## config.mk

```make
export PLATFORM = sky130hd
export DESIGN_NAME = dmem_access_ctrl_flat
export DESIGN_NICKNAME = d
export VERILOG_FILES = /design/src/rtl/dmem_access_ctrl_if.sv /design/src/rtl/dmem_access_ctrl.sv /design/src/flat_wrapper.sv
export SDC_FILE = /design/constraint.sdc
export NUM_CORES = 1
export LEC_CHECK = 0
export CAP_MARGIN = 20
export CORE_UTILIZATION = 35
export CTS_CLUSTER_DIAMETER = 50
export DETAILED_ROUTE_END_ITERATION = 10
export HOLD_SLACK_MARGIN = 0.05
export PLACE_DENSITY = 0.73
export REMOVE_ABC_BUFFERS = 1
export SETUP_SLACK_MARGIN = 0.2
export SLEW_MARGIN = 20
export SYNTH_ARGS = -nofsm -noshare
export SYNTH_HDL_FRONTEND = slang
export SYNTH_SLANG_ARGS = --single-unit
```

## constraint.sdc

```tcl
create_clock -name clk -period 5 [get_ports clk]
set_input_delay 0.75 -clock clk [delete_from_list [all_inputs] [get_ports clk]]
set_output_delay 0.75 -clock clk [all_outputs]
set_load 0.02 [all_outputs]
```

## src/rtl/dmem_access_ctrl_if.sv

```systemverilog
// Data-memory bus between the MEM-stage sequencer (master) and the external data RAM (slave).
//
// Handshake: the master holds doe (read) or dwe (write) high together with stable daddr,
// dbe and dwdata until the slave acknowledges by pulling dready_n low for one cycle.
// The transfer retires on the rising edge where the strobe is high and dready_n is low.
// For reads, drdata is sampled on that same edge. While no strobe is high, dready_n is ignored.
interface dmem_access_ctrl_if;
    logic [31:0] daddr;
    logic        doe;
    logic        dwe;
    logic [3:0]  dbe;
    logic [31:0] dwdata;
    logic        dready_n;
    logic [31:0] drdata;

    modport master (
        output daddr, doe, dwe, dbe, dwdata,
        input  dready_n, drdata
    );

    modport slave (
        input  daddr, doe, dwe, dbe, dwdata,
        output dready_n, drdata
    );
endinterface

```

## src/rtl/dmem_access_ctrl.sv

```systemverilog
// MEM-stage data-memory sequencer: turns a load/store into one bus transaction,
// aligns store lanes and byte enables, extracts/extends load data, and stalls the
// pipeline through dbusy until the transaction retires.
module dmem_access_ctrl #(
    parameter int unsigned TIMEOUT_CYC = 15
) (
    input  logic          clk,
    input  logic          rst,           // asynchronous, active low
    input  logic [1:0]    MemRW_pype2,   // [1]=load, [0]=store, 2'b11 = load
    input  logic [31:0]   mem_addr,
    input  logic [31:0]   mem_wdata,
    input  logic [1:0]    mem_size,      // 00 byte, 01 half, 1x word
    input  logic          mem_unsigned,
    input  logic          nop_Mem,
    dmem_access_ctrl_if.master bus,
    output logic [31:0]   rdata,
    output logic          rdata_valid,
    output logic          dbusy,
    output logic          misalign_err,
    output logic          bus_err,
    output logic [1:0]    dbg_state_o
);

    localparam logic [1:0] S_IDLE    = 2'd0;
    localparam logic [1:0] S_RD_WAIT = 2'd1;
    localparam logic [1:0] S_WR_WAIT = 2'd2;
    localparam logic [1:0] S_DONE    = 2'd3;

    logic [1:0]  state_q, state_d;
    logic [7:0]  cnt_q, cnt_d;
    logic [31:0] rdata_q, rdata_d;
    logic        rvalid_q, rvalid_d;
    logic        berr_q, berr_d;

    // Transaction parameters captured when the request is accepted.
    logic [31:0] daddr_q;
    logic [3:0]  be_q;
    logic [31:0] wd_q;
    logic [1:0]  lane_q;
    logic [1:0]  size_q;
    logic        uns_q;

    logic        access_v, misalign_raw, req, in_wait;
    logic [3:0]  be_new;
    logic [31:0] wd_new;
    logic [7:0]  byte_sel;
    logic [15:0] half_sel;
    logic [31:0] load_ext;

    assign access_v     = (|MemRW_pype2) && !nop_Mem;
    assign misalign_raw = access_v &&
                          (((mem_size == 2'b01) && mem_addr[0]) ||
                           (mem_size[1] && (mem_addr[1:0] != 2'b00)));
    assign req          = access_v && !misalign_raw;
    assign in_wait      = (state_q == S_RD_WAIT) || (state_q == S_WR_WAIT);

    // Byte enables and lane-replicated store data for the incoming request.
    always_comb begin
        be_new = 4'b1111;
        wd_new = mem_wdata;
        case (mem_size)
            2'b00: begin
                be_new = 4'b0001 << mem_addr[1:0];
                wd_new = {4{mem_wdata[7:0]}};
            end
            2'b01: begin
                be_new = 4'b0011 << mem_addr[1:0];
                wd_new = {2{mem_wdata[15:0]}};
            end
            default: begin
                be_new = 4'b1111;
                wd_new = mem_wdata;
            end
        endcase
    end

    // Select the addressed lane of the read word and sign/zero-extend it.
    always_comb begin
        byte_sel = bus.drdata[7:0];
        case (lane_q)
            2'd0: byte_sel = bus.drdata[7:0];
            2'd1: byte_sel = bus.drdata[15:8];
            2'd2: byte_sel = bus.drdata[23:16];
            default: byte_sel = bus.drdata[31:24];
        endcase
        half_sel = lane_q[1] ? bus.drdata[31:16] : bus.drdata[15:0];
        case (size_q)
            2'b00:   load_ext = uns_q ? {24'b0, byte_sel} : {{24{byte_sel[7]}}, byte_sel};
            2'b01:   load_ext = uns_q ? {16'b0, half_sel} : {{16{half_sel[15]}}, half_sel};
            default: load_ext = bus.drdata;
        endcase
    end

    // Sequencer next state: accept, wait for ack or timeout, one retire cycle.
    always_comb begin
        state_d  = state_q;
        cnt_d    = cnt_q;
        rdata_d  = rdata_q;
        rvalid_d = 1'b0;
        berr_d   = 1'b0;
        case (state_q)
            S_IDLE: begin
                if (req) begin
                    state_d = MemRW_pype2[1] ? S_RD_WAIT : S_WR_WAIT;
                    cnt_d   = 8'd0;
                end
            end
            S_RD_WAIT, S_WR_WAIT: begin
                if (!bus.dready_n) begin
                    state_d = S_DONE;
                    if (state_q == S_RD_WAIT) begin
                        rdata_d  = load_ext;
                        rvalid_d = 1'b1;
                    end
                end else if (cnt_q == 8'(TIMEOUT_CYC - 1)) begin
                    state_d = S_DONE;
                    berr_d  = 1'b1;
                end else begin
                    cnt_d = cnt_q + 8'd1;
                end
            end
            default: state_d = S_IDLE;
        endcase
    end

    // FSM, counter and result registers.
    always_ff @(posedge clk or negedge rst) begin
        if (!rst) begin
            state_q  <= S_IDLE;
            cnt_q    <= 8'd0;
            rdata_q  <= 32'd0;
            rvalid_q <= 1'b0;
            berr_q   <= 1'b0;
        end else begin
            state_q  <= state_d;
            cnt_q    <= cnt_d;
            rdata_q  <= rdata_d;
            rvalid_q <= rvalid_d;
            berr_q   <= berr_d;
        end
    end

    // Capture the request so the bus stays stable while the pipeline inputs are frozen.
    always_ff @(posedge clk or negedge rst) begin
        if (!rst) begin
            daddr_q <= 32'd0;
            be_q    <= 4'd0;
            wd_q    <= 32'd0;
            lane_q  <= 2'd0;
            size_q  <= 2'd0;
            uns_q   <= 1'b0;
        end else if ((state_q == S_IDLE) && req) begin
            daddr_q <= {mem_addr[31:2], 2'b00};
            be_q    <= be_new;
            wd_q    <= wd_new;
            lane_q  <= mem_addr[1:0];
            size_q  <= mem_size;
            uns_q   <= mem_unsigned;
        end
    end

    // Bus is driven only while a transfer is pending; quiet otherwise.
    assign bus.doe    = (state_q == S_RD_WAIT);
    assign bus.dwe    = (state_q == S_WR_WAIT);
    assign bus.daddr  = in_wait ? daddr_q : 32'd0;
    assign bus.dbe    = in_wait ? be_q    : 4'd0;
    assign bus.dwdata = in_wait ? wd_q    : 32'd0;

    // Stall starts combinationally in the accept cycle and drops in the retire cycle.
    assign dbusy        = rst && (((state_q == S_IDLE) && req) || in_wait);
    assign misalign_err = rst && misalign_raw;
    assign rdata        = rdata_q;
    assign rdata_valid  = rvalid_q;
    assign bus_err      = berr_q;
    assign dbg_state_o  = state_q;

endmodule

```

## src/flat_wrapper.sv

```systemverilog
// flat-port wrapper written by rule: the top's interface ports become plain ports
module dmem_access_ctrl_flat 
#(
    parameter int unsigned TIMEOUT_CYC = 15
)
  (clk, rst, MemRW_pype2, mem_addr, mem_wdata, mem_size, mem_unsigned, nop_Mem, rdata, rdata_valid, dbusy, misalign_err, bus_err, dbg_state_o, bus_daddr, bus_doe, bus_dwe, bus_dbe, bus_dwdata, bus_dready_n, bus_drdata);
  dmem_access_ctrl_if bus_i ();
  input  logic clk;
  input  logic rst;
  input  logic [1:0] MemRW_pype2;
  input  logic [31:0] mem_addr;
  input  logic [31:0] mem_wdata;
  input  logic [1:0] mem_size;
  input  logic mem_unsigned;
  input  logic nop_Mem;
  output logic [31:0] rdata;
  output logic rdata_valid;
  output logic dbusy;
  output logic misalign_err;
  output logic bus_err;
  output logic [1:0] dbg_state_o;
  output wire logic [$bits(bus_i.daddr)-1:0] bus_daddr;
  output wire logic [$bits(bus_i.doe)-1:0] bus_doe;
  output wire logic [$bits(bus_i.dwe)-1:0] bus_dwe;
  output wire logic [$bits(bus_i.dbe)-1:0] bus_dbe;
  output wire logic [$bits(bus_i.dwdata)-1:0] bus_dwdata;
  input wire logic [$bits(bus_i.dready_n)-1:0] bus_dready_n;
  input wire logic [$bits(bus_i.drdata)-1:0] bus_drdata;
  assign bus_daddr = bus_i.daddr;
  assign bus_doe = bus_i.doe;
  assign bus_dwe = bus_i.dwe;
  assign bus_dbe = bus_i.dbe;
  assign bus_dwdata = bus_i.dwdata;
  assign bus_i.dready_n = bus_dready_n;
  assign bus_i.drdata = bus_drdata;
  dmem_access_ctrl #(.TIMEOUT_CYC(TIMEOUT_CYC)) u_core (.clk(clk), .rst(rst), .MemRW_pype2(MemRW_pype2), .mem_addr(mem_addr), .mem_wdata(mem_wdata), .mem_size(mem_size), .mem_unsigned(mem_unsigned), .nop_Mem(nop_Mem), .bus(bus_i), .rdata(rdata), .rdata_valid(rdata_valid), .dbusy(dbusy), .misalign_err(misalign_err), .bus_err(bus_err), .dbg_state_o(dbg_state_o));
endmodule
```

# == After elaboration in Yosys (flattened, before gate mapping) ==
# Cells that the tools add are included.
# word_totals
regBits,115
memories,0
latchBits,0
in_bits,105
output_inout_bits,108
romBits,0
ramBits,0
# classes
reduce_logical,24
n_bitwise,1
eq_ne,11
muxes,25
multipliers,0
shift,2
div,0
addsub,1
order_cmp,0
# op_table
operator,count
two-way mux 32 bit,4
one-hot mux 32 bit (2 select lines),2
two-way mux 8 bit,3
one-hot mux 8 bit (3 select lines),1
two-way mux 16 bit,1
one-hot mux 8 bit (2 select lines),1
"adder 8 x 1 -> 8 bit, second input constant",1
"equality test 2 x 1 -> 1 bit, second input constant",4
"equality test 8 x 4 -> 1 bit, second input constant",1
logical AND 1 bit,8
logical NOT 2 bit,4
two-way mux 2 bit,4
one-hot mux 4 bit (2 select lines),1
two-way mux 1 bit,6
"equality test 2 bit, second input constant",2
two-way mux 4 bit,1
"inequality test 2 bit, second input constant",2
one-hot mux 2 bit (2 select lines),1
AND reduction 4 bit,1
nonzero test 2 bit,2
OR reduction 2 bit,2
"left shift 1 x 2 -> 4 bit, first input constant",1
"left shift 2 x 2 -> 4 bit, first input constant",1
logical OR 1 bit,3
other kinds (6),7

# == Logic depth before layout (Yosys ltp) ==
# Gate-level depths: netlist (run 1).
# logic_depth
word_depth,9
depth_mapped,8
mapped_depth_nobuf,6

# == Worst setup path before layout (run 1) ==
# No wires, ideal clock.
# synth_timing
path_type,in2out
from,in mem_addr[0]
to,out dbusy
t_arrival_ps,2121
n_path_buf,1
path_slack_ps,2129
stages,4
required_time_ps,4250
cell_sequence,o21ai_0 nand4_1 clkbuf_1 a21boi_0
# synth_via
elab_chain_cells,9
# synth_lines
item,line_no,text
"start, declared",flat_wrapper.sv:11,input logic [31:0] mem_addr;
nonzero test 2 bit,dmem_access_ctrl.sv:53,(mem_size[1] && (mem_addr[1:0] != 2'b00)));
logical AND 1 bit,dmem_access_ctrl.sv:53,
logical OR 1 bit *,dmem_access_ctrl.sv:52,(((mem_size == 2'b01) && mem_addr[0]) ||
logical AND 1 bit *,dmem_access_ctrl.sv:51,assign misalign_raw = access_v &&
logical NOT 1 bit *,dmem_access_ctrl.sv:54,assign req = access_v && !misalign_raw;
logical AND 1 bit *,dmem_access_ctrl.sv:54,
logical AND 1 bit *,dmem_access_ctrl.sv:170,assign dbusy = rst && (((state_q == S_IDLE) && req) || in_wait);
logical OR 1 bit *,dmem_access_ctrl.sv:170,
logical AND 1 bit *,dmem_access_ctrl.sv:170,
"end, declared",flat_wrapper.sv:18,output logic dbusy;
# Every way passes the cells marked *; elsewhere a longest branch is shown, timed or not.

# == Worst setup path in the final report (run 1) ==
# layout_timing
from,reg u_core.state_q[1] (netlist: u_core.dbg_state_o[1])
to,out bus_dwdata[5]
# layout_via
elab_chain_cells,3
# layout_lines
item,line_no,text
"start, declared",dmem_access_ctrl.sv:29,"logic [1:0] state_q, state_d;"
"start signal, assigned",dmem_access_ctrl.sv:135,state_q <= state_d;
equality test 2 x 1 -> 1 bit / equality test 2 bit (equally long branches),dmem_access_ctrl.sv:55,assign in_wait = (state_q == S_RD_WAIT) || (state_q == S_WR_WAIT);
logical OR 1 bit *,dmem_access_ctrl.sv:55,
two-way mux 32 bit *,dmem_access_ctrl.sv:167,assign bus.dwdata = in_wait ? wd_q : 32'd0;
"end, declared",flat_wrapper.sv:26,output wire logic [$bits(bus_i.dwdata)-1:0] bus_dwdata;
# Marks and branches as above.

==> results of run 1 <==
## sequential cells by signal, summed over array words and instances (netlist names)
name and flops:
u_core.wd_q 32, u_core.cnt_q 8, u_core.bus_err 1, u_core.lane_q 2
u_core.dbg_state_o 2, u_core.uns_q 1, u_core.be_q 4, u_core.rdata 32
u_core.daddr_q 30, u_core.rdata_valid 1, u_core.size_q 2
## stage by stage
step	std cells	hold WS, ps	power [mW]	utilization (%)
after detailed placement	975	462.4	4.880	50.47
after floorplan	539	442.4	3.406	-
final	1005	145.6	6.105	54.19
after CTS	1005	127.2	6.155	54.19
after global placement	975	452.8	4.848	50.47
after global routing	1005	127.3	6.493	54.19
## path summary, 6_finish.rpt
check | cells after the start | slack [ps] | end
min in group clk | 2 | 470 | u_core.wd_q[22]
worst min register to register | 2 | 470 | u_core.wd_q[22]
worst max register to register | 7 | 2010 | u_core.cnt_q[6]
max in group asynchronous | 3 | 3250 | u_core.wd_q[22]
worst min-delay path | 1 | 150 | u_core.daddr_q[31]
worst max-delay path | 5 | 1270 | bus_dwdata[5]
## metal layers
layer	routed length, um	GRT usage [%]	up-vias
li1	-	-	2426
met1	7223	24.31	2384
met2	7373	30.56	200
met3	1791	9.684	16
met4	146	4.910	2
met5	13	0	-
## cells in the final DEF (no fill, tap or decap), types with 17 or more instances in the layout
master / count
sky130_fd_sc_hd__a21oi_1: 34
sky130_fd_sc_hd__and2_1: 66
sky130_fd_sc_hd__clkbuf_16: 17
sky130_fd_sc_hd__clkdlybuf4s50_1: 209
sky130_fd_sc_hd__dfrtp_1: 115
sky130_fd_sc_hd__mux2_2: 43
sky130_fd_sc_hd__mux2i_1: 27
sky130_fd_sc_hd__nand2_1: 47
sky130_fd_sc_hd__nand3_1: 18
sky130_fd_sc_hd__nor2_1: 39
sky130_fd_sc_hd__o21ai_0: 48
## report_power, final
| part | switching, mW | internal (mW) |
|---|---|---|
| Combinational | 1.61 | 1.56 |
| Clock | 0.424 | 0.815 |
| Sequential | 0.317 | 1.38 |
## kinds of logic (layout without fill, tap and decap cells)
| kind of cell | Yosys count | in the layout | synth area share [%] |
|---|---|---|---|
| mux | 73 | 73 | 13.80 |
| compound gates | 122 | 122 | 13.26 |
| fa+ha+maj | 6 | 6 | 1.284 |
| flops | 115 | 115 | 49.21 |
| other cells | 1 | 2 | 0.06412 |
| buf+inv | 49 | 259 | 3.423 |
| simple gates | 212 | 212 | 18.96 |
## layout make-up
| type | instances | area, um^2 | share of cell area (%) |
|---|---|---|---|
| inverter | 9 | 33.78 | 0.3868 |
| tap | 216 | 270.3 | 3.095 |
| multi-input combinational | 415 | 2776 | 31.79 |
| clock inverter | 9 | 130.1 | 1.490 |
| clock buffer | 21 | 470.5 | 5.387 |
| sequential | 115 | 2878 | 32.95 |
| timing repair buffer | 220 | 2175 | 24.90 |
==> summary.txt, run 1 <==
CTS
  • Clock root buffer master: sky130_fd_sc_hd__clkbuf_16
  • Clock sink count: 115
  • Max Buffers Root-to-Sink: 2
  • Clock latency at the later pin of the worst-skew pair: 410 ps
  • CTS buffer count: 17
  • Cts-stage hold buffer count: 0
  • Number of gates resized after CTS: 0
  • Clock tree from TritonCTS: done
  • Postcts setup bufs: 0
  • H-tree depth reported by CTS: 4
  • Clock-pin transition on the worst setup and hold timing paths: 50 ps

Global route
  • First-pass GRT wire length: 26,630 um
  • Maximum number of pins on one net before global-route repair: 91
  • Overflow left after global routing: 0
  • Global-route total usage across every layer: 19.68%
  • Via count of the first global-routing pass: 5,061
  • Antenna violations before repair: 1

Layout
  • Share of final-layout standard cells stronger than drive strength 1: 12.80%
  • Layout overhead on the synthesized area: 49.34%
  • Antenna cells: 0
  • Finished layout cell area: 8733 um^2
  • Filler cells: 1,446
  • Nets: 889

Floorplan
  • Std cell rows: 46
  • I/O Pins: 213
  • Placeable core region: 16,120 um^2
  • DIE WIDTH: 131.3 um
  • Effective utilization at floorplan: 36.29%
  • Full die area: 17,230 um^2
  • Die Y: 131.3 um

Critical path
  • Start point of the critical path: u_core.dbg_state_o[1]
  • Critical path data arrival time: 2980 ps
  • Cell breakdown of the critical path: inv_1 > ha_2 > buf_4 > and2_1 > clkdlybuf4s50_1
  • Critical path buffers and inverters: 3
  • Data required time at the worst endpoint: 4250 ps
  • Top cell family by delay on the critical path: buffers and inverters
  • Peak fanout along the critical path: 41
  • Crit Path Category: flip-flop to output port
  • Crit. End Element: output port
  • Crit path launch type: flip-flop
  • CP max stage delay: 740 ps
  • Worst r2r src: u_core.dbg_state_o[1]
  • Slowest stage cell, crit path: sky130_fd_sc_hd__ha_2

Timing
  • Transition time of the tightest slew-check pin: 1022 ps
  • Headroom to the max-slew limit: 31.59%
  • Final WS setup: 1273 ps
  • Total negative slack: 0 ps
  • Fraction of the cycle the final worst path needs: 74.53%
  • Final critical-path required period: 3727 ps
  • Final setup violation count: 0
  • Max Transition Viols Final: 0
  • Setup repair after global routing missed its margin: no
  • Count of endpoints failing hold in the final timing report: 0
  • Worst-case clock skew: 9.315 ps
  • Maximum frequency from static timing analysis: 268.3 MHz

Yosys
  • Register area share after synthesis: 49.21%
  • Number of instances in the synthesized netlist: 578
  • Async set-or-reset flop fraction in the synthesized netlist: 100.0%
  • Fraction of synthesized cell area taken by the top area cell type: 49.21%
  • Largest cells by area after synthesis: sky130_fd_sc_hd__dfrtp_1 49%, sky130_fd_sc_hd__mux2_2 8.3%, sky130_fd_sc_hd__and2_1 7.1%, sky130_fd_sc_hd__mux2i_1 4.6%, sky130_fd_sc_hd__o21ai_0 4.1%
  • List of most frequent post-synthesis cells: 115 x sky130_fd_sc_hd__dfrtp_1, 66 x sky130_fd_sc_hd__and2_1, 48 x sky130_fd_sc_hd__o21ai_0
  • Main flop type after synthesis: sky130_fd_sc_hd__dfrtp_1
  • Unique cell type count in the Yosys netlist: 50
  • Most area-hungry cell type in the Yosys netlist: sky130_fd_sc_hd__dfrtp_1
  • Post-synthesis area per instance: 10.12 um^2
  • Cell with the most instances after synthesis: sky130_fd_sc_hd__dfrtp_1
  • Number of enable flip-flop cells after synthesis: 0
  • Number of synthesized register bits: 115
  • Synth warnings: 0
  • Cell Area, Synth: 5848 um^2

Placement
  • Total cell area at the placement stage: 8133 um^2
  • Worst setup slack after placement: 1518 ps
  • RePlAce Congestion: 0.8212
  • Sum of net half-perimeters after detailed placement: 11,600 um
  • Port Buffers: 210

Power
  • PwrDens: 699.1 nW/um^2
  • Worst IR Drop VDD: 0.3602 mV
  • Leakage component of the power: 3.697 nW

Route
  • Detailed Route WL: 16,550 um
  • Via count: 5,028
  • DRT iter0 DRCs: 259
  • Iteration count of the initial detailed-routing pass: 8
  • Via-per-instance ratio: 5.003
  • Post-DR wirelength/cell: 16.47 um
  • Residual DRC: 0
  • Count of nets left with antenna violations after detail routing: 0

Flow run
  • Max-cap viol count: 0

Min path
  • Kind of path behind the tightest hold check: primary input to async pin

Status
  • Outcome: finished, final reports clean
No activity file was read; power rests on OpenSTA's default activity.
==> run 2, diff against run 1 <==
PLACE_DENSITY = 0.76   (was 0.73)
clock period = 3.1 ns   (was 5 ns; I/O delays follow)
==> summary.txt, run 2 (synthesis results as in run 1) <==
Status
  • Outcome: finished, final reports clean

Floorplan
  • I/O Pins: 213
  • Std cell rows: 46
  • Full die area: 17,230 um^2
  • Die Y: 131.3 um
  • Effective utilization at floorplan: 36.29%
  • Placeable core region: 16,120 um^2
  • DIE WIDTH: 131.3 um

Critical path
  • CP max stage delay: 610 ps
  • Data required time at the worst endpoint: 2630 ps
  • Slowest stage cell, crit path: sky130_fd_sc_hd__clkdlybuf4s50_1
  • Cell breakdown of the critical path: inv_1 > ha_4 > buf_4 > and2_1 > clkdlybuf4s50_1
  • Crit Path Category: flip-flop to output port
  • Crit path launch type: flip-flop
  • Critical path data arrival time: 2330 ps
  • Top cell family by delay on the critical path: buffers and inverters
  • Crit. End Element: output port
  • Peak fanout along the critical path: 16
  • Critical path buffers and inverters: 3

Global route
  • First-pass GRT wire length: 27,680 um
  • Maximum number of pins on one net before global-route repair: 100
  • Via count of the first global-routing pass: 5,122
  • Antenna violations before repair: 1
  • Global-route total usage across every layer: 20.47%
  • Overflow left after global routing: 0

Timing
  • Fraction of the cycle the final worst path needs: 90.09%
  • Maximum frequency from static timing analysis: 358.1 MHz
  • Count of endpoints failing hold in the final timing report: 0
  • Final critical-path required period: 2793 ps
  • Final setup violation count: 0
  • Final WS setup: 307.2 ps
  • Transition time of the tightest slew-check pin: 1032 ps
  • Headroom to the max-slew limit: 30.98%
  • Max Transition Viols Final: 0
  • Total negative slack: 0 ps
  • Worst-case clock skew: 9.377 ps
  • Worst hold slack after final layout: 438.0 ps
  • Setup repair after global routing missed its margin: no

Placement
  • Port Buffers: 210
  • Sum of net half-perimeters after detailed placement: 11,990 um
  • Worst setup slack after placement: 205.0 ps
  • Total cell area at the placement stage: 8173 um^2
  • Inst Count DP: 977
  • RePlAce Congestion: 0.8504

Route
  • Residual DRC: 0
  • Iteration count of the initial detailed-routing pass: 4
  • Count of nets left with antenna violations after detail routing: 0
  • DRT iter0 DRCs: 239
  • Via-per-instance ratio: 4.999
  • Detailed Route WL: 17,380 um
  • Post-DR wirelength/cell: 17.14 um
  • Via count: 5,069

CTS
  • Max Buffers Root-to-Sink: 2
  • Clock root buffer master: sky130_fd_sc_hd__clkbuf_16
  • CTS buffer count: 17
  • Clock latency at the later pin of the worst-skew pair: 410 ps
  • Clock tree from TritonCTS: done
  • Clock-pin transition on the worst setup and hold timing paths: 60 ps
  • H-tree depth reported by CTS: 4
  • Clock sink count: 115

Layout
  • Final design utilization: 55.21%
  • Sequential cell area: 2879 um^2
  • Most frequent cells in the layout: 191 x sky130_fd_sc_hd__clkdlybuf4s50_1, 114 x sky130_fd_sc_hd__dfrtp_1, 66 x sky130_fd_sc_hd__and2_1, 48 x sky130_fd_sc_hd__o21ai_0, 47 x sky130_fd_sc_hd__nand2_1
  • Layout overhead on the synthesized area: 52.14%
  • Finished layout cell area: 8897 um^2
  • Commonest non-fill, non-tap cell in the layout: sky130_fd_sc_hd__clkdlybuf4s50_1
  • Filler cells: 1,415
  • Combined area of the multi-input logic cells: 2786 um^2
  • Nets: 896
  • Filler-free cell count of the finished design: 1,014
  • Share of final-layout standard cells stronger than drive strength 1: 13.91%
  • Antenna cells: 0

Power
  • Worst IR Drop VDD: 0.6763 mV
  • Overall power consumption: 10.15 mW
  • Leakage component of the power: 4.028 nW
  • PwrDens: 1140 nW/um^2

Flow run
  • Max-cap viol count: 0

Min path
  • Kind of path behind the tightest hold check: primary input to async pin
## run 2: per-layer routing
metal	part of all wire, %	GRT usage (%)
met3	9.5	8.603
met4	1.3	6.266
met2	47	32.24
met5	0.069	0
met1	42	25.40
## run 2: final timing paths
path	start	end	slack [ps]	depth (start not counted)
worst max-delay path	u_core.dbg_state_o[0]	bus_daddr[31]	310	5
worst max register to register	u_core.dbg_state_o[0]	u_core.cnt_q[6]	780	7
min in group clk	u_core.wd_q[8]	u_core.wd_q[8]	470	2
max in group asynchronous	rst	u_core.rdata[19]	990	4
worst min register to register	u_core.wd_q[8]	u_core.wd_q[8]	470	2
worst min-delay path	rst	u_core.daddr_q[24]	440	2
## run 2: where the power goes
| part | internal, mW | total [mW] | switching (mW) | leakage [nW] |
|---|---|---|---|---|
| clock network | 1.30 | 2.03 | 0.725 | 0.291 |
| registers | 2.23 | 2.76 | 0.531 | 1.39 |
| logic | 2.68 | 5.36 | 2.68 | 2.34 |
## run 2: repair_timing
| item | 4_1_cts | 5_1_grt |
|---|---|---|
| gates cloned | 0 | 1 |
| buffers inserted | 0 | 3 |
| pin swaps | 0 | 1 |
| hold endpoints to repair | 9 | 0 |
| hold buffers | 1 | 0 |
| endpoints found under the setup margin | 65 | 55 |
| gates resized for setup | 1 | 19 |
## run 2: cell type report
class	instances	share of cell area, %
Tap cell	216	3.038
Inverter	9	0.3797
Clock buffer	19	5.091
Multi-Input combinational cell	415	31.32
Timing Repair Buffer	227	26.04
Clock inverter	13	1.772
Sequential cell	115	32.36
==> RTL edit 1 (flow settings as in run 1) <==
Make the reset (`rst`) synchronous in 2 clocked blocks. Comments in the files are not updated.
--- a/src/rtl/dmem_access_ctrl.sv
+++ b/src/rtl/dmem_access_ctrl.sv
@@ -124,7 +124,7 @@
     end
 
     // FSM, counter and result registers.
-    always_ff @(posedge clk or negedge rst) begin
+    always_ff @(posedge clk) begin
         if (!rst) begin
             state_q  <= S_IDLE;
             cnt_q    <= 8'd0;
@@ -141,7 +141,7 @@
     end
 
     // Capture the request so the bus stays stable while the pipeline inputs are frozen.
-    always_ff @(posedge clk or negedge rst) begin
+    always_ff @(posedge clk) begin
         if (!rst) begin
             daddr_q <= 32'd0;
             be_q    <= 4'd0;
Function: differs if rst is asserted again (counterexample within 4 cycles, from zero or initial values and one cycle with rst low); with rst held inactive, the same outputs for 4 cycles.
==> RTL edit 1 against run 1 <==
  * Final area fell by 0.13%
  * Register-to-register slack gained 270 ps
  * Worst setup slack better by 61 ps
  * Global-route usage rose by 0.32 points
  * Synthesized area rose by 0.49%
  * First-iteration DRC count up 1.5%
  * Via count grew 13%
  * Synthesized cell count up 28%
  * Routed wire length up 3.5%
  * Sequential cell count did not move
  * Sequential share of layout area shrank 6.6 points
  * Highest routed layer is now met4
Power is not compared: it rests on default switching activity, and its combinational part moved more than twofold at a synthesized area within 25%.
==> RTL edit 1: results (changes against run 1) <==
.. list-table::
   :header-rows: 1

   * - Metric
     - Value
   * - Highest Signal Layer
     - met4
   * - Worst hold path class
     - register to register
   * - Crit path largest cell delay
     - 980 ps (+240 ps)
   * - Routed wire length on met3
     - 1.177 mm (-34%)
   * - Flop2flop setup slack
     - 2280 ps (+270 ps)
   * - Layout overhead on the synthesized area
     - 48.41%
   * - First-pass GRT wire length
     - 27.83 mm (+4.5%)
   * - Relative area of non-clock buffer cells in the final design
     - 0.2487 (-0.0002530)
   * - Pin count of the biggest net entering global routing
     - 62 (-32%)
   * - Library cells used by synthesis
     - 52 (+4.0%)
   * - Routed metal-1 wirelength
     - 7.678 mm (+6.3%)
   * - Cell types with the highest counts after synthesis
     - 169 x sky130_fd_sc_hd__nand2_1, 115 x sky130_fd_sc_hd__dfxtp_1, 67 x sky130_fd_sc_hd__and2_1, 62 x sky130_fd_sc_hd__o21ai_0
   * - Worst-case setup margin in the final layout
     - 1334 ps (+60.70 ps)
   * - Crit path from
     - u_core.dbg_state_o[1]$_SDFFE_PN0P_
   * - Main flop type after synthesis
     - sky130_fd_sc_hd__dfxtp_1
   * - Initial DRC Count
     - 263 (+1.5%)
   * - Worst reg2reg endpoint
     - u_core.cnt_q[6]$_SDFFE_PN0P_
   * - Layout clock buffer count
     - 19 (-9.5%)
   * - Sequential fraction of the synthesis area
     - 0.3917 (-0.1003)
   * - Cell area after synthesis
     - 5877 um^2 (+0.49%)
   * - Post-placement setup slack
     - 1466 ps (-52.59 ps)
   * - Total of fill cells in the finished design
     - 1,599 (+11%)
   * - Global-route total usage across every layer
     - 0.2000 (+0.003208)
   * - Outcome
     - completed
   * - Post-Place Cells
     - 1,118 (+15%)
   * - Post-DR wirelength/cell
     - 14.89 um (-9.6%)
   * - Ratio of cells with drive above 1 in the final layout
     - 0.07419 (-0.05382)
   * - Number of global-route vias before repair
     - 5,412 (+6.9%)
   * - Worst hold margin
     - 446.2 ps (+300.7 ps)
   * - Sequential portion of the cell area
     - 0.2640 (-0.06556)
   * - Layout inverter count without the clock tree
     - 19 (+10)
   * - Multi-Input Combinational
     - 544 (+31%)
   * - Metal2 WL
     - 8.162 mm (+11%)
-- RTL edit 1: cell families (layout without fill, tap and decap cells) --
| family | count (synthesis) | after routing | share of synthesized area |
|---|---|---|---|
| AOI/OAI and AO/OA | 205 | 205 | 0.2402 |
| DFF | 115 | 115 | 0.3917 |
| xor gates and xnor gates | 4 | 4 | 0.005961 |
| buffers and inverters | 79 | 271 | 0.06004 |
| other | 1 | 2 | 0.0006381 |
| and+or+nand+nor | 301 | 301 | 0.2442 |
| muxes | 26 | 26 | 0.04450 |
| adders and majority gates | 6 | 6 | 0.01277 |
-- RTL edit 1: report_power, final --
group	internal (mW)	leakage [nW]	switching (mW)	total, mW
logic	0.421	2.17	0.567	0.988
clock network	0.948	0.320	0.440	1.39
registers	1.02	0.935	0.0540	1.07
-- RTL edit 1: metal layers --
metal	vias up	global-route usage
li1	2848	-
met1	2650	0.2424
met2	176	0.3357
met3	9	0.06983
met4	0	0.04974
met5	-	0
==> RTL edit 2 (flow settings as in run 1) <==
Made on the original files. `TIMEOUT_CYC` is set to 15 in 2 places; all go to 7.
--- a/src/rtl/dmem_access_ctrl.sv
+++ b/src/rtl/dmem_access_ctrl.sv
@@ -2,7 +2,7 @@
 // aligns store lanes and byte enables, extracts/extends load data, and stalls the
 // pipeline through dbusy until the transaction retires.
 module dmem_access_ctrl #(
-    parameter int unsigned TIMEOUT_CYC = 15
+    parameter int unsigned TIMEOUT_CYC = 7
 ) (
     input  logic          clk,
     input  logic          rst,           // asynchronous, active low
--- a/src/flat_wrapper.sv
+++ b/src/flat_wrapper.sv
@@ -1,7 +1,7 @@
 // flat-port wrapper written by rule: the top's interface ports become plain ports
 module dmem_access_ctrl_flat 
 #(
-    parameter int unsigned TIMEOUT_CYC = 15
+    parameter int unsigned TIMEOUT_CYC = 7
 )
   (clk, rst, MemRW_pype2, mem_addr, mem_wdata, mem_size, mem_unsigned, nop_Mem, rdata, rdata_valid, dbusy, misalign_err, bus_err, dbg_state_o, bus_daddr, bus_doe, bus_dwe, bus_dbe, bus_dwdata, bus_dready_n, bus_drdata);
   dmem_access_ctrl_if bus_i ();
Check against the original RTL: same outputs for any inputs over 4 cycles, from zero or initial values and one cycle with rst low; that may be too few to reach the edited logic, so the function may still have changed.
==> RTL edit 2 against run 1 <==
  * Power grew 3.0%
  * Final area is essentially flat
  * Worst setup slack gained 160 ps
  * Sequential cell count did not move
  * Synthesized cell count down 0.17%
  * Cell count barely moved
  * Register-to-register slack improved by 600 ps
  * Synthesized area increased by 0.75%
  * Routed wire length rose by 0.49%
==> RTL edit 2: results (changes against run 1) <==
.. list-table::
   :header-rows: 1

   * - Metric
     - Value
   * - Synthesized instance count
     - 577 (-0.17%)
   * - Arrival time worst endpoint
     - 2810 ps (-170 ps)
   * - Outcome
     - completed
   * - Leading cell types by total area after synthesis
     - sky130_fd_sc_hd__dfrtp_1 49%, sky130_fd_sc_hd__mux2_2 8.8%, sky130_fd_sc_hd__and2_1 7.1%
   * - Post-DR wirelength/cell
     - 16.56 um (+0.59%)
   * - Global-route total usage across every layer
     - 0.1971 (+0.0003126)
   * - First-pass GRT wire length
     - 26.65 mm (+0.10%)
   * - Share of synthesized registers carrying an async set or reset
     - 1.000 (unchanged)
   * - Initial DRT Pass Iterations
     - 4 (-4)
   * - Number of buffers inserted during clock tree synthesis
     - 17 (unchanged)
   * - Fraction of synthesized area in multiplexers
     - 0.1325 (-0.005485)
   * - Slowest cell on crit path
     - sky130_fd_sc_hd__clkdlybuf4s50_1
   * - Placer congestion estimate
     - 0.7976 (-2.9%)
   * - Placed Area
     - 8125 um^2 (about the same)
   * - Number of cells in the finished layout apart from fillers
     - 1,004 (-0.10%)
   * - HPWL after detailed placement
     - 11.58 mm (-0.19%)
   * - Worst vdd ir
     - 394.3 uV (+9.5%)
   * - Library cells used by synthesis
     - 53 (+6.0%)
   * - Share of synthesized cell area in full adder, half adder and majority cells
     - 0.01274 (-0.00009541)
   * - Number of global-route vias before repair
     - 5,002 (-1.2%)
   * - Max Fanout on Critical Path
     - 64 (+56%)
   * - Post-Place Cells
     - 972 (-0.31%)
   * - Initial DRC Count
     - 242 (-6.6%)
   * - Worst hold path class
     - register to register
   * - Transition at the pin with the smallest max-transition slack
     - 945.1 ps (-77.26 ps)
   * - Via-per-instance ratio
     - 4.950 (-1.1%)
   * - Leakage power total
     - 3.637 nW (-1.6%)
   * - Crit path largest cell delay
     - 650 ps (-90 ps)
   * - Ratio of cells with drive above 1 in the final layout
     - 0.1378 (+0.009745)
   * - Post-layout nets
     - 882 (-0.79%)
   * - Layout Skew
     - 7.904 ps (-1.411 ps)
   * - Cell types with the highest counts after synthesis
     - 115 x sky130_fd_sc_hd__dfrtp_1, 67 x sky130_fd_sc_hd__and2_1, 54 x sky130_fd_sc_hd__a21oi_1, 46 x sky130_fd_sc_hd__mux2_2, 46 x sky130_fd_sc_hd__nor2_1
## RTL edit 2: final timing paths
kind                                             endpoint  cells after the start                         startpoint  slack (ps)
setup / recovery                           bus_dwdata[14]                      5  u_core.dbg_state_o[1]$_DFFE_PN0P_        1440
hold / removal                u_core.wd_q[13]$_DFFE_PN0P_                      2        u_core.wd_q[13]$_DFFE_PN0P_         470
setup reg to reg           u_core.daddr_q[18]$_DFFE_PN0P_                      6  u_core.dbg_state_o[0]$_DFFE_PN0P_        2610
hold reg to reg               u_core.wd_q[13]$_DFFE_PN0P_                      2        u_core.wd_q[13]$_DFFE_PN0P_         470
max in group asynchronous     u_core.cnt_q[3]$_DFFE_PN0P_                      3                                rst        3250
min in group asynchronous     u_core.rdata[8]$_DFFE_PN0P_                      2                                rst         580
## RTL edit 2: per-stage QoR
| stage | hold slack [ps] | utilization | setup slack [ps] |
|---|---|---|---|
| CTS | 475.9 | 0.5287 | 1386 |
| detailed placement | 463.3 | 0.4917 | 1744 |
| global route | 493.8 | 0.5287 | 1241 |
| finish | 470.2 | 0.5287 | 1436 |
| global placement | 453.8 | 0.4917 | 1765 |
| floorplan | 442.4 | - | -394.0 |
## RTL edit 2: area by class of cell
cell class | instances | area [um^2]
Tap cell | 220 | 275.3
Fill cell | 1512 | 7787
Timing Repair Buffer | 218 | 2155
Clock inverter | 12 | 155.1
Multi-Input combinational cell | 413 | 2795
Sequential cell | 115 | 2878
Inverter | 6 | 22.52
Clock buffer | 20 | 456.7
## RTL edit 2: report_power, final
part	internal (mW)	total, mW	switching, mW
registers	1.39	1.72	0.330
logic	1.62	3.31	1.69
clock network	0.809	1.26	0.446
## RTL edit 2: metal layers
layer,global-route usage,share of wire
met5,0,0.0017
met4,0.06395,0.014
met3,0.08574,0.095
met2,0.3086,0.46
met1,0.2435,0.43
